$ cat src/rtl/reg_file.sv
// Architectural register file with per-register rename tags.
// Holds the 32 committed register values plus the ROB tag of the in-flight
// producer of each register, serves two combinational operand lookups with a
// same-cycle commit bypass, and retires ROB commits.
// Optional feature macro: REG_PERF_CNT_EN adds the commit/rollback debug
// counters; when it is undefined both counter outputs are constant zero.
module reg_file #(
  parameter int REG_NUM  = 32,
  parameter int ROB_ID_W = 5,
  parameter int DATA_W   = 32
) (
  input  logic                clk,
  input  logic                rst,
  input  logic                rdy,
  // operand lookup
  input  logic [4:0]          rs1_from_cmd,
  input  logic [4:0]          rs2_from_cmd,
  output logic [ROB_ID_W-1:0] Q1_to_cmd,
  output logic [ROB_ID_W-1:0] Q2_to_cmd,
  output logic [DATA_W-1:0]   V1_to_cmd,
  output logic [DATA_W-1:0]   V2_to_cmd,
  // rename request
  input  logic                enable_sign_from_cmd,
  input  logic [4:0]          rd_from_cmd,
  input  logic [ROB_ID_W-1:0] rob_id_from_cmd,
  // commit / rollback from the ROB
  input  logic                commit_sign,
  input  logic [4:0]          rd_from_rob,
  input  logic [ROB_ID_W-1:0] Q_from_rob,
  input  logic [DATA_W-1:0]   V_from_rob,
  input  logic                rollback_sign,
  // debug counters
  output logic [31:0]         commit_cnt,
  output logic [31:0]         rollback_cnt
);

  logic [DATA_W-1:0]   v_q [REG_NUM];
  logic [DATA_W-1:0]   v_d [REG_NUM];
  logic [ROB_ID_W-1:0] q_q [REG_NUM];
  logic [ROB_ID_W-1:0] q_d [REG_NUM];

  logic commit_wr;
  assign commit_wr = commit_sign && (rd_from_rob != 5'd0);

  // Next-state of the value and tag arrays: commit, then rollback or rename.
  always_comb begin
    // NOTE: start from the current state so every element has a value on
    // every path; a missing default here would infer latches.
    v_d = v_q;
    q_d = q_q;
    if (commit_wr) begin
      v_d[rd_from_rob] = V_from_rob;
      // A mismatching tag means a younger rename is still live; keep it.
      if (q_q[rd_from_rob] == Q_from_rob) q_d[rd_from_rob] = '0;
    end
    if (rollback_sign) begin
      for (int i = 0; i < REG_NUM; i++) q_d[i] = '0;
    end else if (enable_sign_from_cmd && (rd_from_cmd != 5'd0)) begin
      // Applied after the commit clear so a same-cycle rename wins.
      q_d[rd_from_cmd] = rob_id_from_cmd;
    end
  end

  // Array state register: synchronous reset, hold while rdy is low.
  always_ff @(posedge clk) begin
    if (rst) begin
      // NOTE: the arrays are reset explicitly because a freshly reset core
      // must read every register as value 0 with no pending rename; this
      // keeps the storage in flops rather than a RAM macro.
      for (int i = 0; i < REG_NUM; i++) begin
        v_q[i] <= '0;
        q_q[i] <= '0;
      end
    end else if (rdy) begin
      // NOTE: non-blocking assignments for all sequential state so every
      // flop samples the pre-edge values.
      for (int i = 0; i < REG_NUM; i++) begin
        v_q[i] <= v_d[i];
        q_q[i] <= q_d[i];
      end
    end
  end

  // Operand port 1: x0 reads zero, same-cycle matching commit bypasses.
  always_comb begin
    Q1_to_cmd = q_q[rs1_from_cmd];
    V1_to_cmd = v_q[rs1_from_cmd];
    if (rs1_from_cmd == 5'd0) begin
      Q1_to_cmd = '0;
      V1_to_cmd = '0;
    end else if (commit_sign && (rd_from_rob == rs1_from_cmd) &&
                 (q_q[rs1_from_cmd] == Q_from_rob)) begin
      Q1_to_cmd = '0;
      V1_to_cmd = V_from_rob;
    end
  end

  // Operand port 2: same rules as port 1.
  always_comb begin
    Q2_to_cmd = q_q[rs2_from_cmd];
    V2_to_cmd = v_q[rs2_from_cmd];
    if (rs2_from_cmd == 5'd0) begin
      Q2_to_cmd = '0;
      V2_to_cmd = '0;
    end else if (commit_sign && (rd_from_rob == rs2_from_cmd) &&
                 (q_q[rs2_from_cmd] == Q_from_rob)) begin
      Q2_to_cmd = '0;
      V2_to_cmd = V_from_rob;
    end
  end

`ifdef REG_PERF_CNT_EN
  logic [31:0] commit_cnt_q, commit_cnt_d;
  logic [31:0] rollback_cnt_q, rollback_cnt_d;

  // Counter next-state: count strobes, wrapping modulo 2^32.
  always_comb begin
    commit_cnt_d   = commit_cnt_q + 32'(commit_sign);
    rollback_cnt_d = rollback_cnt_q + 32'(rollback_sign);
  end

  // Counter registers.
  always_ff @(posedge clk) begin
    if (rst) begin
      commit_cnt_q   <= '0;
      rollback_cnt_q <= '0;
    end else if (rdy) begin
      commit_cnt_q   <= commit_cnt_d;
      rollback_cnt_q <= rollback_cnt_d;
    end
  end

  assign commit_cnt   = commit_cnt_q;
  assign rollback_cnt = rollback_cnt_q;
`else
  assign commit_cnt   = '0;
  assign rollback_cnt = '0;
`endif

endmodule

$ cat config.mk
export PLATFORM = sky130hd
export DESIGN_NAME = reg_file
export DESIGN_NICKNAME = d
export VERILOG_FILES = /design/src/rtl/reg_file.sv
export SDC_FILE = /design/constraint.sdc
export NUM_CORES = 2
export LEC_CHECK = 0
export ABC_AREA = 1
export ABC_CLOCK_PERIOD_IN_PS = 2880
export BUFFER_PORTS_ARGS = -buffer_cell sky130_fd_sc_hd__buf_2
export CORE_ASPECT_RATIO = 0.7
export CORE_MARGIN = 10
export CORE_UTILIZATION = 50
export CTS_CLUSTER_SIZE = 8
export DETAILED_ROUTE_END_ITERATION = 10
export PLACE_DENSITY = 0.68
export SETUP_SLACK_MARGIN = 0.4
export SLEW_MARGIN = 10
export SYNTH_ARGS = -nofsm -noshare
export SYNTH_HDL_FRONTEND = slang
export SYNTH_SLANG_ARGS = --single-unit
$ cat constraint.sdc
create_clock -name clk -period 2.88 [get_ports clk]
set_clock_uncertainty 0.15 [all_clocks]
set_input_delay 0.432 -clock clk [delete_from_list [all_inputs] [get_ports clk]]
set_output_delay 0.432 -clock clk [all_outputs]
set_load 0.05 [all_outputs]
* Yosys cells after proc, flatten, opt, wreduce, memory -nomap -nowiden
Cells that the tools add are included.
Word-level totals: register bits 1184, input bits 68, output and inout bits 138, word-level logic and storage cells 129
Cells by class: $lt $le $gt $ge 6, equal/unequal tests 5, muxes and demuxes 35, bitwise operators 6, reductions and logical operators 13
Operator list (number):
- 1024-bit bitwise mux | 1
- 160-bit two-way mux | 4
- 32-bit binary-select mux with 5-bit select | 2
- 32-bit two-way mux | 9
- 160-bit AND | 1
- 160-bit bitwise mux | 1
- 32-bit demux with 5-bit select | 1
- 160-bit inverter | 1
- 5-bit binary-select mux with 5-bit select | 3
- 5-bit two-way mux | 12
- 5-bit demux with 5-bit select | 2
- 5-bit equality test | 5
- 6-bit greater-or-equal comparator (second input constant) | 4
- 5-bit inverter with 6-bit output | 4
- 6-bit by 1-bit < comparator with 1-bit output (second input constant) | 2
- 5-bit zero test | 2
- 5-bit nonzero test | 2
- 1-bit logical AND | 8
- 2-bit AND reduction | 1

* Longest topological paths before layout
depth after elaboration 12, gate-level depth with buffers 20, gate-level depth less buffers 18

* Worst setup path before layout
Ideal clock, no wire load.
path kind input to output, start point input port rs2_from_cmd[1], end point output port V2_to_cmd[20], arrival time 2.739 ns, required time 2.298 ns, path slack -0.441 ns, stages on the path 15, buffers on the path 6, path through buf_2 > inv_2 > buf_6 > buf_6 > buf_4 > buf_2 > clkbuf_1 > a21oi_1 > a221oi_1 > o32ai_1 > nand2_1 > nand2_1 > nand2_1 > inv_2 > nor2_1
Between the ends: longest elaborated chain between the ends 8, elaborated cells between the ends (all ways) 14, those cells by class 2 x eq/ne; 8 x mux; 1 x bitwise; 3 x reduce/logical
RTL lines:
- start, declared | RTL line 17 | input logic [4:0] rs2_from_cmd,
- 5-bit inverter with 6-bit output (implied by the code) | RTL line 101, 106
- 5-bit binary-select mux with 5-bit select | RTL line 106 | (q_q[rs2_from_cmd] == Q_from_rob)) begin
- 5-bit two-way mux (implied by the code) (2 in a row) | RTL line 106
- 5-bit equality test | RTL line 106
- 1-bit logical AND | RTL line 105 | end else if (commit_sign && (rd_from_rob == rs2_from_cmd) &&
- 32-bit two-way mux | RTL line 105
- 32-bit two-way mux (*) | RTL line 102 | if (rs2_from_cmd == 5'd0) begin
- end, declared | RTL line 21 | output logic [DATA_W-1:0] V2_to_cmd,
Mark *: on every way between the ends. The rest lies on a longest branch, timed or not. The select of a mux whose other input is x is not followed.

* Worst setup path after layout
start point register q_q[105] (netlist name), end point output port V2_to_cmd[5]
Between the ends: longest elaborated chain between the ends 7
RTL lines:
- start, declared | RTL line 39 | logic [ROB_ID_W-1:0] q_q [REG_NUM];
- start signal, assigned by index | RTL line 79 | q_q[i] <= q_d[i];
- 5-bit binary-select mux with 5-bit select | RTL line 106
- 5-bit two-way mux (implied by the code) (2 in a row) | RTL line 106
- 5-bit equality test | RTL line 106
- 1-bit logical AND | RTL line 105
- 32-bit two-way mux | RTL line 105
- 32-bit two-way mux | RTL line 102
Every way passes these cells. The select of a mux whose other input is x is not followed.

==> impl_metrics.tcl <==
set metrics [dict create \
    rsz0062_at_grt "yes" \
    fp-row-count 113 \
    path_clk_slew_ns 0.06 \
    fin_util 0.624 \
    cap_violations 0 \
    die_width_um 463 \
    switchingPower_w 0.0129 \
    final_area_mm2 0.0848 \
    min_path_type "in -> reg" \
    dieArea_mm2 0.153 \
    rr_startpoint "q_q[105]$_SDFFE_PP0P_" \
    clkPwrFrac 0.431 \
    synth_seq_area_share 0.345 \
    cp-end-kind "output pin" \
    initial_core_util 0.505 \
    violations "setup timing" \
    worstHoldStart "rob_id_from_cmd[3]" \
    combPwrFrac 0.177 \
    place_congestion 1.02 \
    synth_edf_count 0 \
    port_buffers 141 \
    insertion_delay_ns 0.82 \
    netlist_area_mm2 0.0687 \
    drc 0 \
    first_global_vias 73000 \
    grtUsageMet1 0.520 \
    cp.arrival_ns 3.32 \
    grt-busiest-layer "met2" \
    yosysTopAreaCell "dfxtp_1" \
    setup_viol 74 \
    final_nets 10800 \
    post_drt_wl_per_cell_um 25.4 \
    drt_iter0_markers 13500 \
    layout-drive-gt1-share 0.176 \
    synth_common_cells "nand2_1 (2,410), nor2_1 (1,314), a21oi_1 (1,309)" \
    via_per_inst 6.47 \
    dr_total_vias 81300 \
    worst_pin_slew_ns 0.960 \
    startpoint "q_q[105]$_SDFFE_PP0P_" \
    reg2reg_to "q_q[145]$_SDFFE_PP0P_" \
    ys.warnings.count 0 \
    fin_crit_sh 1.35 \
    use_met3 0.137 \
    syn_to_final_growth_pct 23.5 \
    cp.required_ns 2.30 \
    h-tree-depth 4 \
    synthCells 10600 \
    min_period_ns 3.90 \
    p_int_w 0.0293 \
    pwr-share-seq 0.392 \
    startpoint_type "flop" \
    max_freq_ghz 0.256 \
    path_class "reg -> out" \
    ys_ff_latch 1184 \
    outcome "complete, but fails checks" \
    dp.final_hpwl_um 203000 \
    power_density_mw_per_mm2 498 \
    ir_drop_mv 0.650 \
    die_h_um 330 \
    drv_slew 0 \
    grt-ovfl-total 0 \
    synthDistinctLibCells 38 \
    fp.coreArea_mm2 0.136 \
    clkSinkCount 1184 \
    cts_buffer_depth 3 \
    cts_tree "done" \
    hold_depth 5 \
    grt_max_degree 156 \
    synth_top_cell_area_share 0.345 \
    r2r_slack_ns 0.19 \
    dr.pass1.iters 9 \
    cts-root-buf "clkbuf_16" \
    ios 206 \
    grt_usage 0.390 \
    p_leak_nw 31.6 \
    min_to "q_q[93]$_SDFFE_PP0P_" \
    slew-limit-headroom 0.360 \
    hold_viol_final 0 \
    grt_pass1_wl_um 468000 \
    antenna_found_initial 10 \
    placed_cell_area_mm2 0.0772 \
    critPathMaxFanout 5 \
    syn_avg_cell_area_um2 6.48 \
    synth_flop_cell "dfxtp_1" \
    netlist_top_cells_area "dfxtp_1 (35%), nand2_1 (13%), a211oi_1 (11%)" \
    numCtsBuffers 166 \
    yosysMostFrequentCell "nand2_1" \
    finalWirelength_um 319000 \
    fin_ws_ns -1.02 \
    holdWs_ns 0.0996 \
    switching_share 0.306 \
    met2_usage 0.539 \
    async_reset_ff_frac 0 \
    reg2regPathDepth 21 \
    postRouteAntennaNets 0 \
]
-- logic make-up (layout without fill, tap and decap cells) --
family,after synthesis,count (layout),share of synthesized area
and+or+nand+nor,4327,4327,0.253
AOI/OAI and AO/OA,3383,3383,0.300
buffers and inverters,1690,1761,0.101
DFF,1184,1184,0.345
xor gates and xnor gates,6,6,0.000765
other,1,71,0.0000546
-- per-layer routing --
metal,share of wire,vias to the layer above
met4,0.066,3
met1,0.38,37300
met5,0.00020,-
met2,0.39,6403
met3,0.16,1311
li1,-,36300
-- stage by stage --
step                setup slack [ns]  setup TNS, ns  std cells  power [W]
floorplan                  0.0000724              0      10700     0.0208
CTS                           -0.961         -64.22      12500     0.0417
finish                         -1.02         -68.07      12600     0.0422
detailed placement            -0.695        -206.23      12300     0.0235
global route                   -1.05         -71.70      12600     0.0431
global placement              -0.730        -191.78      12300     0.0235
-- layout by cell type, fill, tap and decap left out, types with 8 or more instances in the layout --
| master | instances |
|---|---|
| o211ai_1 | 11 |
| buf_6 | 27 |
| nand4_1 | 70 |
| a21oi_1 | 1236 |
| a221oi_1 | 109 |
| o32ai_1 | 35 |
| buf_2 | 55 |
| inv_1 | 436 |
| nor3_1 | 52 |
| clkbuf_16 | 174 |
| nor2_1 | 1222 |
| buf_4 | 562 |
| buf_8 | 34 |
| nand3_2 | 51 |
| inv_4 | 18 |
| nand3_4 | 33 |
| a211oi_1 | 984 |
| a21oi_2 | 73 |
| buf_16 | 10 |
| nand2_1 | 2164 |
| conb_1 | 64 |
| clkinv_2 | 16 |
| nor2_4 | 94 |
| o311ai_0 | 84 |
| o31ai_1 | 120 |
| o21ai_0 | 598 |
| nand2_2 | 218 |
| o21ai_1 | 107 |
| inv_2 | 107 |
| dfxtp_2 | 58 |
| nand3_1 | 376 |
| dfxtp_4 | 10 |
| o21ai_2 | 15 |
| nor2_2 | 8 |
| dfxtp_1 | 1116 |
| buf_12 | 260 |
| dlygate4sd3_1 | 35 |
| nand2_4 | 27 |
-- worst max-delay path by stage --
| stage | slack (ns) | endpoint |
|---|---|---|
| 2_1_floorplan | 0.00007 | V1_to_cmd[10] |
| 3_3_place_gp | -0.73 | V1_to_cmd[31] |
| 3_5_place_dp | -0.69 | V2_to_cmd[2] |
| 5_1_grt | -1.05 | V1_to_cmd[3] |
| 6_report | -1.02 | V2_to_cmd[5] |
| 4_1_cts | -0.96 | V2_to_cmd[30] |
-- sequential cells by signal, summed over array words and instances (netlist names) --
register,flops
q_q,160
v_q,1024
-- cell type report --
| class | instances | area [um^2] |
|---|---|---|
| fill | 12200 | 51200 |
| multi-input combinational | 7780 | 40600 |
| sequential | 1184 | 23800 |
| timing repair buffer | 992 | 11300 |
| clock buffer | 173 | 4280 |
| inverter | 584 | 2310 |
| tap | 1840 | 2300 |
| clock inverter | 12 | 235 |
| antenna | 7 | 17.5 |
-- power groups by stage --
| stage | clock network [W] | logic (W) | registers, W |
|---|---|---|---|
| global placement | 0 | 0.00658 | 0.0169 |
| detailed placement | 0 | 0.00663 | 0.0169 |
| CTS | 0.0181 | 0.00700 | 0.0166 |
| global route | 0.0188 | 0.00769 | 0.0166 |
| finish | 0.0182 | 0.00749 | 0.0166 |
| floorplan | 0 | 0.00396 | 0.0169 |
-- worst max-delay path: stages (launching register included) --
cell and delay (ns):
dfxtp_2 0.36, inv_4 0.06, a21oi_2 0.10, o21ai_1 0.08
nand3_1 0.13, nand3_2 0.16, nand3_2 0.11, nand2_2 0.08
xor2_2 0.16, nor2_4 0.25, buf_12 0.16, nand3_4 0.13
buf_12 0.18, buf_16 0.14, nand2_2 0.06, inv_2 0.07
nor2_4 0.12, buf_12 0.15
-- repair_timing --
item	in CTS	in global routing
hold endpoints to repair	338	0
setup buffers	12	13
hold buffers	35	0
gates resized for setup	401	340
pin swaps	134	167
gates cloned	10	5
endpoints found under the setup margin	229	364
(Power assumes the default switching activity.)
